`config.mk`:
```
export PLATFORM = sky130hd
export DESIGN_NAME = pzcorebus_fifo_flat
export DESIGN_NICKNAME = d
export VERILOG_FILES = /design/src/rtl/pzcorebus_fifo_if.sv /design/src/rtl/pzcorebus_fifo.sv /design/src/flat_wrapper.sv
export SDC_FILE = /design/constraint.sdc
export NUM_CORES = 1
export LEC_CHECK = 0
export ABC_CLOCK_PERIOD_IN_PS = 4100
export BUFFER_PORTS_ARGS = -buffer_cell sky130_fd_sc_hd__buf_2
export CAP_MARGIN = 10
export CORE_MARGIN = 3
export CORE_UTILIZATION = 54
export CTS_BUF_LIST = sky130_fd_sc_hd__clkbuf_2
export DETAILED_ROUTE_END_ITERATION = 8
export GPL_ROUTABILITY_DRIVEN = 0
export PLACE_DENSITY = 0.79
export SETUP_SLACK_MARGIN = 0.15
export SYNTH_ARGS = -nofsm -noshare
export SYNTH_HDL_FRONTEND = slang
export SYNTH_SLANG_ARGS = --single-unit
```
`constraint.sdc`:
```
create_clock -name i_clk -period 4.1 [get_ports i_clk]
set_input_delay 0.615 -clock i_clk [delete_from_list [all_inputs] [get_ports i_clk]]
set_output_delay 0.615 -clock i_clk [all_outputs]
set_load 0.02 [all_outputs]
```
`src/rtl/pzcorebus_fifo_if.sv`:
```
// pzcorebus types, packing helpers and the bus interface shared by the FIFO and its neighbours.
// The config struct selects the profile and the largest write burst a master may issue.
package pzcorebus_pkg;
  typedef enum logic {
    PZCOREBUS_MEMORY = 1'b0,
    PZCOREBUS_CSR    = 1'b1
  } pzcorebus_profile_e;

  // max_burst_length of 0 means the full range of the length field
  typedef struct packed {
    pzcorebus_profile_e profile;
    logic [3:0]         max_burst_length;
  } pzcorebus_config_s;

  localparam int ID_WIDTH     = 4;
  localparam int ADDR_WIDTH   = 16;
  localparam int DATA_WIDTH   = 16;
  localparam int LENGTH_WIDTH = 3;

  localparam logic [1:0] CMD_NONE     = 2'd0;
  localparam logic [1:0] CMD_READ     = 2'd1;
  localparam logic [1:0] CMD_WRITE    = 2'd2;
  localparam logic [1:0] CMD_WRITE_NP = 2'd3;

  typedef struct packed {
    logic [1:0]              mcmd;
    logic [ID_WIDTH-1:0]     mid;
    logic [ADDR_WIDTH-1:0]   maddr;
    logic [LENGTH_WIDTH-1:0] mlength;
  } pzcorebus_command_s;

  typedef struct packed {
    logic [DATA_WIDTH-1:0] mdata;
    logic                  mdata_last;
  } pzcorebus_write_data_s;

  typedef struct packed {
    logic                  sresp;
    logic [ID_WIDTH-1:0]   sid;
    logic [DATA_WIDTH-1:0] sdata;
    logic                  sresp_last;
  } pzcorebus_response_s;

  function automatic int max_burst_beats(input pzcorebus_config_s cfg);
    return (cfg.max_burst_length == 4'd0) ? (1 << LENGTH_WIDTH) : int'(cfg.max_burst_length);
  endfunction

  function automatic logic command_with_data(input logic [1:0] mcmd);
    return mcmd[1];
  endfunction

  function automatic pzcorebus_command_s pack_command(
    input logic [1:0]              mcmd,
    input logic [ID_WIDTH-1:0]     mid,
    input logic [ADDR_WIDTH-1:0]   maddr,
    input logic [LENGTH_WIDTH-1:0] mlength
  );
    return {mcmd, mid, maddr, mlength};
  endfunction

  function automatic pzcorebus_write_data_s pack_write_data(
    input logic [DATA_WIDTH-1:0] mdata,
    input logic                  mdata_last
  );
    return {mdata, mdata_last};
  endfunction

  function automatic pzcorebus_response_s pack_response(
    input logic                  sresp,
    input logic [ID_WIDTH-1:0]   sid,
    input logic [DATA_WIDTH-1:0] sdata,
    input logic                  sresp_last
  );
    return {sresp, sid, sdata, sresp_last};
  endfunction
endpackage

interface pzcorebus_if;
  logic                                  mcmd_valid;
  logic                                  scmd_accept;
  logic [1:0]                            mcmd;
  logic [pzcorebus_pkg::ID_WIDTH-1:0]     mid;
  logic [pzcorebus_pkg::ADDR_WIDTH-1:0]   maddr;
  logic [pzcorebus_pkg::LENGTH_WIDTH-1:0] mlength;
  logic                                  mdata_valid;
  logic                                  sdata_accept;
  logic [pzcorebus_pkg::DATA_WIDTH-1:0]   mdata;
  logic                                  mdata_last;
  logic                                  sresp_valid;
  logic                                  mresp_accept;
  logic                                  sresp;
  logic [pzcorebus_pkg::ID_WIDTH-1:0]     sid;
  logic [pzcorebus_pkg::DATA_WIDTH-1:0]   sdata;
  logic                                  sresp_last;

  modport master (
    output mcmd_valid, mcmd, mid, maddr, mlength,
    input  scmd_accept,
    output mdata_valid, mdata, mdata_last,
    input  sdata_accept,
    input  sresp_valid, sresp, sid, sdata, sresp_last,
    output mresp_accept
  );

  modport slave (
    input  mcmd_valid, mcmd, mid, maddr, mlength,
    output scmd_accept,
    input  mdata_valid, mdata, mdata_last,
    output sdata_accept,
    output sresp_valid, sresp, sid, sdata, sresp_last,
    input  mresp_accept
  );
endinterface

```
`src/rtl/pzcorebus_fifo.sv`:
```
// Single-clock pzcorebus buffer: one FIFO per channel, optional hold of write commands
// until their complete write-data burst is buffered.
module pzcorebus_fifo_channel #(
  parameter int WIDTH     = 1,
  parameter int DEPTH     = 2,
  parameter int THRESHOLD = 1
) (
  input  logic             i_clk,
  input  logic             i_rst_n,
  input  logic             i_clear,
  input  logic             i_push_valid,
  output logic             o_push_accept,
  input  logic [WIDTH-1:0] i_push_data,
  output logic             o_pop_valid,
  input  logic             i_pop_accept,
  input  logic             i_pop_enable,
  output logic [WIDTH-1:0] o_pop_data,
  output logic             o_empty,
  output logic             o_almost_full
);
  if (DEPTH == 0) begin : g_bypass
    assign o_pop_valid   = i_push_valid & i_pop_enable;
    assign o_push_accept = i_pop_accept & i_pop_enable;
    assign o_pop_data    = i_push_data;
    assign o_empty       = 1'b1;
    assign o_almost_full = 1'b0;
  end else begin : g_fifo
    localparam int PW = (DEPTH > 1) ? $clog2(DEPTH) : 1;
    localparam int CW = $clog2(DEPTH + 1);

    logic [WIDTH-1:0] mem_q [DEPTH];
    logic [PW-1:0]    wptr_q, wptr_d;
    logic [PW-1:0]    rptr_q, rptr_d;
    logic [CW-1:0]    count_q, count_d;
    logic             empty, full, push, pop;

    assign empty         = (count_q == '0);
    assign full          = (count_q == CW'(DEPTH));
    assign o_push_accept = !full;
    assign o_pop_valid   = !empty && i_pop_enable;
    assign push          = i_push_valid && o_push_accept;
    assign pop           = o_pop_valid && i_pop_accept;

    // explicit wrap keeps non-power-of-two depths correct
    always_comb begin
      wptr_d  = wptr_q;
      rptr_d  = rptr_q;
      count_d = count_q;
      if (push) wptr_d = (wptr_q == PW'(DEPTH - 1)) ? '0 : wptr_q + 1'b1;
      if (pop)  rptr_d = (rptr_q == PW'(DEPTH - 1)) ? '0 : rptr_q + 1'b1;
      case ({push, pop})
        2'b10:   count_d = count_q + 1'b1;
        2'b01:   count_d = count_q - 1'b1;
        default: count_d = count_q;
      endcase
    end

    always_ff @(posedge i_clk or negedge i_rst_n) begin
      if (!i_rst_n) begin
        wptr_q  <= '0;
        rptr_q  <= '0;
        count_q <= '0;
      end else if (i_clear) begin
        wptr_q  <= '0;
        rptr_q  <= '0;
        count_q <= '0;
      end else begin
        wptr_q  <= wptr_d;
        rptr_q  <= rptr_d;
        count_q <= count_d;
      end
    end

    always_ff @(posedge i_clk) begin
      if (push && !i_clear) mem_q[wptr_q] <= i_push_data;
    end

    // stale storage is never exposed: payload reads as zero while empty
    assign o_pop_data    = empty ? '0 : mem_q[rptr_q];
    assign o_empty       = empty;
    assign o_almost_full = (32'(DEPTH) - 32'(count_q)) <= 32'(THRESHOLD);
  end
endmodule

module pzcorebus_fifo
  import pzcorebus_pkg::*;
#(
  parameter pzcorebus_config_s BUS_CONFIG            = '0,
  parameter int                COMMAND_DEPTH         = 2,
  parameter int                DATA_DEPTH            = 2,
  parameter int                RESPONSE_DEPTH        = 2,
  parameter int                ALIGN_COMMAND_DATA    = 0,
  parameter int                ALMOST_FULL_THRESHOLD = 1
) (
  input  logic              i_clk,
  input  logic              i_rst_n,
  input  logic              i_clear,
  output logic [2:0]        o_empty,
  output logic [2:0]        o_almost_full,
  pzcorebus_if.slave        slave_if,
  pzcorebus_if.master       master_if
);
  localparam bit IS_CSR      = (BUS_CONFIG.profile == PZCOREBUS_CSR);
  localparam int BURST_BEATS = max_burst_beats(BUS_CONFIG);

  if ((ALIGN_COMMAND_DATA != 0) && IS_CSR) begin : g_err_align_csr
    $fatal(1, "command/data alignment has no meaning without a write-data channel");
  end
  if ((ALIGN_COMMAND_DATA != 0) && (DATA_DEPTH < BURST_BEATS)) begin : g_err_align_depth
    $fatal(1, "data FIFO cannot hold a complete burst, alignment would deadlock");
  end

  pzcorebus_command_s    cmd_in, cmd_out;
  pzcorebus_response_s   resp_in, resp_out;
  logic                  cmd_release;

  assign cmd_in = pack_command(slave_if.mcmd, slave_if.mid, slave_if.maddr, slave_if.mlength);

  pzcorebus_fifo_channel #(
    .WIDTH     ($bits(pzcorebus_command_s)),
    .DEPTH     (COMMAND_DEPTH),
    .THRESHOLD (ALMOST_FULL_THRESHOLD)
  ) u_cmd_fifo (
    .i_clk         (i_clk),
    .i_rst_n       (i_rst_n),
    .i_clear       (i_clear),
    .i_push_valid  (slave_if.mcmd_valid),
    .o_push_accept (slave_if.scmd_accept),
    .i_push_data   (cmd_in),
    .o_pop_valid   (master_if.mcmd_valid),
    .i_pop_accept  (master_if.scmd_accept),
    .i_pop_enable  (cmd_release),
    .o_pop_data    (cmd_out),
    .o_empty       (o_empty[0]),
    .o_almost_full (o_almost_full[0])
  );

  assign master_if.mcmd    = cmd_out.mcmd;
  assign master_if.mid     = cmd_out.mid;
  assign master_if.maddr   = cmd_out.maddr;
  assign master_if.mlength = cmd_out.mlength;

  if (IS_CSR) begin : g_no_data
    assign master_if.mdata_valid = 1'b0;
    assign master_if.mdata       = '0;
    assign master_if.mdata_last  = 1'b0;
    assign slave_if.sdata_accept = 1'b0;
    assign o_empty[1]            = 1'b1;
    assign o_almost_full[1]      = 1'b0;
  end else begin : g_data
    pzcorebus_write_data_s data_in, data_out;

    assign data_in = pack_write_data(slave_if.mdata, slave_if.mdata_last);

    pzcorebus_fifo_channel #(
      .WIDTH     ($bits(pzcorebus_write_data_s)),
      .DEPTH     (DATA_DEPTH),
      .THRESHOLD (ALMOST_FULL_THRESHOLD)
    ) u_data_fifo (
      .i_clk         (i_clk),
      .i_rst_n       (i_rst_n),
      .i_clear       (i_clear),
      .i_push_valid  (slave_if.mdata_valid),
      .o_push_accept (slave_if.sdata_accept),
      .i_push_data   (data_in),
      .o_pop_valid   (master_if.mdata_valid),
      .i_pop_accept  (master_if.sdata_accept),
      .i_pop_enable  (1'b1),
      .o_pop_data    (data_out),
      .o_empty       (o_empty[1]),
      .o_almost_full (o_almost_full[1])
    );

    assign master_if.mdata      = data_out.mdata;
    assign master_if.mdata_last = data_out.mdata_last;
  end

  if (ALIGN_COMMAND_DATA != 0) begin : g_align
    localparam int BW = $clog2(DATA_DEPTH + 1);

    logic [BW-1:0] burst_count_q, burst_count_d;
    logic          burst_inc, burst_dec;

    // complete bursts sitting in the data FIFO that no command has claimed yet
    assign burst_inc = slave_if.mdata_valid && slave_if.sdata_accept && slave_if.mdata_last;
    assign burst_dec = master_if.mcmd_valid && master_if.scmd_accept && command_with_data(cmd_out.mcmd);

    always_comb begin
      burst_count_d = burst_count_q;
      if (burst_inc && !burst_dec)      burst_count_d = burst_count_q + 1'b1;
      else if (burst_dec && !burst_inc) burst_count_d = burst_count_q - 1'b1;
    end

    always_ff @(posedge i_clk or negedge i_rst_n) begin
      if (!i_rst_n)     burst_count_q <= '0;
      else if (i_clear) burst_count_q <= '0;
      else              burst_count_q <= burst_count_d;
    end

    // a write at the head blocks everything behind it until its burst is complete
    assign cmd_release = !command_with_data(cmd_out.mcmd) || (burst_count_q != '0);

    a_burst_overflow: assert property (@(posedge i_clk) disable iff (!i_rst_n || i_clear)
      !(burst_inc && !burst_dec && (burst_count_q == BW'(DATA_DEPTH))));
    a_burst_underflow: assert property (@(posedge i_clk) disable iff (!i_rst_n || i_clear)
      !(burst_dec && !burst_inc && (burst_count_q == '0)));
  end else begin : g_no_align
    assign cmd_release = 1'b1;
  end

  assign resp_in = pack_response(master_if.sresp, master_if.sid, master_if.sdata, master_if.sresp_last);

  pzcorebus_fifo_channel #(
    .WIDTH     ($bits(pzcorebus_response_s)),
    .DEPTH     (RESPONSE_DEPTH),
    .THRESHOLD (ALMOST_FULL_THRESHOLD)
  ) u_resp_fifo (
    .i_clk         (i_clk),
    .i_rst_n       (i_rst_n),
    .i_clear       (i_clear),
    .i_push_valid  (master_if.sresp_valid),
    .o_push_accept (master_if.mresp_accept),
    .i_push_data   (resp_in),
    .o_pop_valid   (slave_if.sresp_valid),
    .i_pop_accept  (slave_if.mresp_accept),
    .i_pop_enable  (1'b1),
    .o_pop_data    (resp_out),
    .o_empty       (o_empty[2]),
    .o_almost_full (o_almost_full[2])
  );

  assign slave_if.sresp      = resp_out.sresp;
  assign slave_if.sid        = resp_out.sid;
  assign slave_if.sdata      = resp_out.sdata;
  assign slave_if.sresp_last = resp_out.sresp_last;
endmodule

```
`src/flat_wrapper.sv`:
```
// flat-port wrapper written by rule: the top's interface ports become plain ports
module pzcorebus_fifo_flat import pzcorebus_pkg::*;
#(
  parameter pzcorebus_config_s BUS_CONFIG            = '0,
  parameter int                COMMAND_DEPTH         = 2,
  parameter int                DATA_DEPTH            = 2,
  parameter int                RESPONSE_DEPTH        = 2,
  parameter int                ALIGN_COMMAND_DATA    = 0,
  parameter int                ALMOST_FULL_THRESHOLD = 1
)
  (i_clk, i_rst_n, i_clear, o_empty, o_almost_full, slave_if_mcmd_valid, slave_if_mcmd, slave_if_mid, slave_if_maddr, slave_if_mlength, slave_if_scmd_accept, slave_if_mdata_valid, slave_if_mdata, slave_if_mdata_last, slave_if_sdata_accept, slave_if_sresp_valid, slave_if_sresp, slave_if_sid, slave_if_sdata, slave_if_sresp_last, slave_if_mresp_accept, master_if_mcmd_valid, master_if_mcmd, master_if_mid, master_if_maddr, master_if_mlength, master_if_scmd_accept, master_if_mdata_valid, master_if_mdata, master_if_mdata_last, master_if_sdata_accept, master_if_sresp_valid, master_if_sresp, master_if_sid, master_if_sdata, master_if_sresp_last, master_if_mresp_accept);
  pzcorebus_if slave_if_i ();
  pzcorebus_if master_if_i ();
  input  logic i_clk;
  input  logic i_rst_n;
  input  logic i_clear;
  output logic [2:0] o_empty;
  output logic [2:0] o_almost_full;
  input wire logic [$bits(slave_if_i.mcmd_valid)-1:0] slave_if_mcmd_valid;
  input wire logic [$bits(slave_if_i.mcmd)-1:0] slave_if_mcmd;
  input wire logic [$bits(slave_if_i.mid)-1:0] slave_if_mid;
  input wire logic [$bits(slave_if_i.maddr)-1:0] slave_if_maddr;
  input wire logic [$bits(slave_if_i.mlength)-1:0] slave_if_mlength;
  output wire logic [$bits(slave_if_i.scmd_accept)-1:0] slave_if_scmd_accept;
  input wire logic [$bits(slave_if_i.mdata_valid)-1:0] slave_if_mdata_valid;
  input wire logic [$bits(slave_if_i.mdata)-1:0] slave_if_mdata;
  input wire logic [$bits(slave_if_i.mdata_last)-1:0] slave_if_mdata_last;
  output wire logic [$bits(slave_if_i.sdata_accept)-1:0] slave_if_sdata_accept;
  output wire logic [$bits(slave_if_i.sresp_valid)-1:0] slave_if_sresp_valid;
  output wire logic [$bits(slave_if_i.sresp)-1:0] slave_if_sresp;
  output wire logic [$bits(slave_if_i.sid)-1:0] slave_if_sid;
  output wire logic [$bits(slave_if_i.sdata)-1:0] slave_if_sdata;
  output wire logic [$bits(slave_if_i.sresp_last)-1:0] slave_if_sresp_last;
  input wire logic [$bits(slave_if_i.mresp_accept)-1:0] slave_if_mresp_accept;
  output wire logic [$bits(master_if_i.mcmd_valid)-1:0] master_if_mcmd_valid;
  output wire logic [$bits(master_if_i.mcmd)-1:0] master_if_mcmd;
  output wire logic [$bits(master_if_i.mid)-1:0] master_if_mid;
  output wire logic [$bits(master_if_i.maddr)-1:0] master_if_maddr;
  output wire logic [$bits(master_if_i.mlength)-1:0] master_if_mlength;
  input wire logic [$bits(master_if_i.scmd_accept)-1:0] master_if_scmd_accept;
  output wire logic [$bits(master_if_i.mdata_valid)-1:0] master_if_mdata_valid;
  output wire logic [$bits(master_if_i.mdata)-1:0] master_if_mdata;
  output wire logic [$bits(master_if_i.mdata_last)-1:0] master_if_mdata_last;
  input wire logic [$bits(master_if_i.sdata_accept)-1:0] master_if_sdata_accept;
  input wire logic [$bits(master_if_i.sresp_valid)-1:0] master_if_sresp_valid;
  input wire logic [$bits(master_if_i.sresp)-1:0] master_if_sresp;
  input wire logic [$bits(master_if_i.sid)-1:0] master_if_sid;
  input wire logic [$bits(master_if_i.sdata)-1:0] master_if_sdata;
  input wire logic [$bits(master_if_i.sresp_last)-1:0] master_if_sresp_last;
  output wire logic [$bits(master_if_i.mresp_accept)-1:0] master_if_mresp_accept;
  assign slave_if_i.mcmd_valid = slave_if_mcmd_valid;
  assign slave_if_i.mcmd = slave_if_mcmd;
  assign slave_if_i.mid = slave_if_mid;
  assign slave_if_i.maddr = slave_if_maddr;
  assign slave_if_i.mlength = slave_if_mlength;
  assign slave_if_scmd_accept = slave_if_i.scmd_accept;
  assign slave_if_i.mdata_valid = slave_if_mdata_valid;
  assign slave_if_i.mdata = slave_if_mdata;
  assign slave_if_i.mdata_last = slave_if_mdata_last;
  assign slave_if_sdata_accept = slave_if_i.sdata_accept;
  assign slave_if_sresp_valid = slave_if_i.sresp_valid;
  assign slave_if_sresp = slave_if_i.sresp;
  assign slave_if_sid = slave_if_i.sid;
  assign slave_if_sdata = slave_if_i.sdata;
  assign slave_if_sresp_last = slave_if_i.sresp_last;
  assign slave_if_i.mresp_accept = slave_if_mresp_accept;
  assign master_if_mcmd_valid = master_if_i.mcmd_valid;
  assign master_if_mcmd = master_if_i.mcmd;
  assign master_if_mid = master_if_i.mid;
  assign master_if_maddr = master_if_i.maddr;
  assign master_if_mlength = master_if_i.mlength;
  assign master_if_i.scmd_accept = master_if_scmd_accept;
  assign master_if_mdata_valid = master_if_i.mdata_valid;
  assign master_if_mdata = master_if_i.mdata;
  assign master_if_mdata_last = master_if_i.mdata_last;
  assign master_if_i.sdata_accept = master_if_sdata_accept;
  assign master_if_i.sresp_valid = master_if_sresp_valid;
  assign master_if_i.sresp = master_if_sresp;
  assign master_if_i.sid = master_if_sid;
  assign master_if_i.sdata = master_if_sdata;
  assign master_if_i.sresp_last = master_if_sresp_last;
  assign master_if_mresp_accept = master_if_i.mresp_accept;
  pzcorebus_fifo #(.BUS_CONFIG(BUS_CONFIG), .COMMAND_DEPTH(COMMAND_DEPTH), .DATA_DEPTH(DATA_DEPTH), .RESPONSE_DEPTH(RESPONSE_DEPTH), .ALIGN_COMMAND_DATA(ALIGN_COMMAND_DATA), .ALMOST_FULL_THRESHOLD(ALMOST_FULL_THRESHOLD)) u_core (.i_clk(i_clk), .i_rst_n(i_rst_n), .i_clear(i_clear), .o_empty(o_empty), .o_almost_full(o_almost_full), .slave_if(slave_if_i), .master_if(master_if_i));
endmodule
```
==> impl_summary.md <==
Finish
With fillers left out, the area of the finished cells amounts to 6750 µm². The fraction of layout instances using a drive strength above 1 is 0.374. The layout has 726 filler cells. The number of antenna diodes is 0.

The area occupied by registers is 4140 µm². The final layout net count is 591. Compared with the post-synthesis result, the final layout area differs by 19.7%.

The area of combinational cells with multiple inputs is 1320 µm². The post-route core utilization is 0.678.

Drt
For this run, the detailed router's first-pass iteration total came to 4. Wires add up to 10,000 µm. The number of remaining DRC errors is 0. The count of antenna-violating nets left after detailed routing is 0. The routed wire length per instance is 15.3 µm. In the routed layout, each cell is associated on average with a via count of 5.02. The number of DRC violations after detailed-routing iteration 0 is 194. Detailed routing inserted a total of 3,297 vias.

Global routing
The number of global-route vias before repair was 3,253. The first global-routing pass estimated 15,700 µm of wire. The total routing usage reported by global routing is 0.180. The largest net degree at the start of global routing is 29. The initial antenna violation count came to 0. The total global routing overflow is 0.

Logic synthesis
The share of synthesized area in the top cell type comes to 0.682. In this run, distinct cell masters in the synthesized netlist total 30. The yosys synthesis warning count is 0. The synthesized design spends more area on one cell type than any other, namely sky130_fd_sc_hd__edfxtp_1. Ranked by instance count, the synthesized netlist is headed by sky130_fd_sc_hd__edfxtp_1, sky130_fd_sc_hd__nor2_1, sky130_fd_sc_hd__mux2i_1. The async set-or-reset flop fraction in the synthesized netlist is 0.0857.

The synthesized instance count is 362. Synthesis produced a netlist with a net count of 441. The primary flip-flop cell chosen by synthesis mapping is sky130_fd_sc_hd__edfxtp_1. The number of enable flip-flop cells after synthesis is 128. The netlist area before placement is 5640 µm².

The post-synthesis area per instance is 15.6 µm². The most frequent cell after synthesis is sky130_fd_sc_hd__edfxtp_1. Sorting the synthesized cells by area gives the leading types as sky130_fd_sc_hd__edfxtp_1, sky130_fd_sc_hd__mux2i_1, sky130_fd_sc_hd__dfrtp_1, sky130_fd_sc_hd__nor2_1, sky130_fd_sc_hd__xnor2_1. The fraction of the yosys area taken by sequential cells is 0.735. In this run, synthesis produced a sequential element count of 140.

Critical path
The number of cells traversed by the worst register-to-register path is 4. Data on the critical path arrives at its endpoint at 2.47 ns. Data on the critical path is required at its endpoint by 3.48 ns. The worst register-to-register path begins at u_core.u_resp_fifo.g_fifo.count_q[0]. STA classifies the critical path endpoint as an output port. The flop-to-flop setup slack is 1.80 ns. The maximum fanout along the worst path is 21. The endpoint of the lowest-slack register-to-register path is u_core.u_resp_fifo.g_fifo.mem_q[1][21]. The kind of start point of the critical path is a register. The worst setup path category is register to output port.

Floorplanning
The effective utilization at floorplan is 0.566. The die is 108 µm wide. The floorplan die area is 11,700 µm². The top-level I/O count is 149.

After floorplanning, the core was divided into 36 placement rows. The die is 108 µm tall. The region available for standard cell placement spans 9950 µm².

Clocking
The post-cts gate resize count is 0. The clock sink count is 140. TritonCTS built the clock tree. The clock transition at the registers of the reported paths is 0.19 ns. The H-tree depth is 4.

CTS placed an instance of sky130_fd_sc_hd__clkbuf_2 at the clock tree root. Counting along the longest clock path gives a buffer depth of 2. Buffers inserted during clock tree synthesis total 17. The clock latency reported for the late side of the worst-skew pair is 0.65 ns.

Place
The cell area after placement is 6470 µm². Buffers placed on the I/O ports in this run total 148. Summed over all nets, the half-perimeter wirelength after detailed placement is 6900 µm.

Min path
The worst hold path terminates at u_core.u_cmd_fifo.g_fifo.mem_q[0][3]. Along the worst hold path, the cell count comes to 1. The start point of the worst hold path is slave_if_maddr[0]. In this run the worst hold path is classified as input pin to register.

Power and ir drop
Overall power consumption after layout is estimated at 4.32 mW. In this run the static leakage power is 2.68 nW. Across the VDD grid, the largest voltage drop is 0.325 mV. The power density over the cells is 640 nW/µm².

Timing
The transition time at the pin with the least slew margin is 1.08 ns. Setup repair after global routing left no endpoint under its margin. In the final timing run, aggregate negative setup slack is 0 ns. The final period demand of the worst path is 3.09 ns. Setup violations remaining at the end of the flow were counted as 0. The number of pins exceeding their max-slew limit in the final report was 0. The share of the cycle needed by the critical path after routing is 0.754. Headroom to the max-slew limit came out at 0.279. The hold violation total from the final report came to 0. On the final layout, the worst hold slack is 0.131 ns. The maximum operating frequency is 324 MHz. Across the routed clock network, the largest skew measured is 0.0186 ns.

Status
The flow ran to the end, and the final reports show no timing, DRC or antenna violations.

Run
Across the run, the number of max-cap violations was 0.
==> worst max-delay path: stages, from the launching register on <==
cell and delay, ns:
sky130_fd_sc_hd__dfrtp_1 1.09, sky130_fd_sc_hd__buf_4 0.28, sky130_fd_sc_hd__mux2i_1 0.20, sky130_fd_sc_hd__nor2_1 0.05, sky130_fd_sc_hd__buf_2 0.19
==> final cells by class <==
cell class | instances | share of cell area
clock inverters | 11 | 0.0250
repair buffers | 155 | 0.118
inverters | 13 | 0.00723
clock buffers | 20 | 0.0148
well taps | 133 | 0.0247
flip-flops and latches | 140 | 0.614
multi-input cells | 185 | 0.196
==> cells by family after synthesis <==
family,count (synthesis),synth area share
AND/OR/NAND/NOR,100,0.0821
AO/OA/AOI/OAI,3,0.00333
buffers and inverters,37,0.0335
flip-flops,140,0.735
adder cells (fa/ha/maj),6,0.0133
multiplexers,64,0.114
XOR/XNOR,12,0.0187
==> report_power, final <==
group          internal [mW]  switching, mW  leakage (nW)  total, mW
clock network          0.404          0.452         0.154      0.856
registers               1.72          0.144          1.33       1.86
logic                  0.591           1.01          1.20       1.60
==> worst max-delay path by stage <==
stage / start / end / depth (start not counted) / slack, ns
floorplan: i_clear / u_core.u_cmd_fifo.g_fifo.mem_q[1][0] / 3 / 0.73
global placement: u_core.u_resp_fifo.g_fifo.rptr_q / slave_if_sdata[13] / 4 / 1.74
detailed placement: u_core.u_resp_fifo.g_fifo.rptr_q / slave_if_sdata[1] / 4 / 1.71
CTS: u_core.u_resp_fifo.g_fifo.rptr_q / slave_if_sdata[1] / 4 / 0.92
global route: u_core.u_cmd_fifo.g_fifo.count_q[0] / master_if_maddr[12] / 4 / 0.78
finish: u_core.u_resp_fifo.g_fifo.rptr_q / slave_if_sdata[1] / 4 / 1.01
==> layer usage <==
layer / up-vias / share of wire / GRT usage
li1: 1592 / - / -
met1: 1572 / 0.42 / 0.228
met2: 122 / 0.49 / 0.289
met3: 11 / 0.077 / 0.0639
met4: 0 / 0.011 / 0.0667
met5: - / 0 / 0
==> cells in the final DEF (no fill, tap or decap), types with 2 or more instances in the layout <==
cell type and n:
sky130_fd_sc_hd__inv_2 3, sky130_fd_sc_hd__nand2b_1 2, sky130_fd_sc_hd__xor2_1 3, sky130_fd_sc_hd__xnor2_1 9, sky130_fd_sc_hd__ha_1 6, sky130_fd_sc_hd__mux2i_1 64, sky130_fd_sc_hd__buf_2 148, sky130_fd_sc_hd__nor3b_2 5
sky130_fd_sc_hd__clkbuf_2 20, sky130_fd_sc_hd__nand2_1 2, sky130_fd_sc_hd__buf_4 6, sky130_fd_sc_hd__clkinvlp_4 3, sky130_fd_sc_hd__nor3_1 4, sky130_fd_sc_hd__dfrtp_1 12, sky130_fd_sc_hd__bufinv_16 4, sky130_fd_sc_hd__and2b_1 2
sky130_fd_sc_hd__inv_1 10, sky130_fd_sc_hd__nor2_1 74, sky130_fd_sc_hd__and3_1 4, sky130_fd_sc_hd__edfxtp_1 128
==> flip-flops by register name, summed over array words and instances, names as in the netlist <==
name,flops
u_core.u_cmd_fifo.g_fifo.count_q,2
u_core.u_resp_fifo.g_fifo.wptr_q,1
u_core.u_resp_fifo.g_fifo.rptr_q,1
u_core.g_data.u_data_fifo.g_fifo.wptr_q,1
u_core.g_data.u_data_fifo.g_fifo.mem_q,34
u_core.u_cmd_fifo.g_fifo.mem_q,50
u_core.u_resp_fifo.g_fifo.count_q,2
u_core.g_data.u_data_fifo.g_fifo.rptr_q,1
u_core.u_cmd_fifo.g_fifo.rptr_q,1
u_core.g_data.u_data_fifo.g_fifo.count_q,2
u_core.u_cmd_fifo.g_fifo.wptr_q,1
u_core.u_resp_fifo.g_fifo.mem_q,44
==> stage by stage <==
stage               std cells  setup WS [ns]
finish                    657           1.01
global route              657          0.778
CTS                       657          0.917
detailed placement        625           1.71
global placement          625           1.74
floorplan                 362          0.725
==> timing repair <==
item                                   in CTS  in global routing
endpoints found under the hold margin      12                  0
buffers inserted                            0                  0
hold buffers                                1                  0
Power figures use the tool's default switching activity.
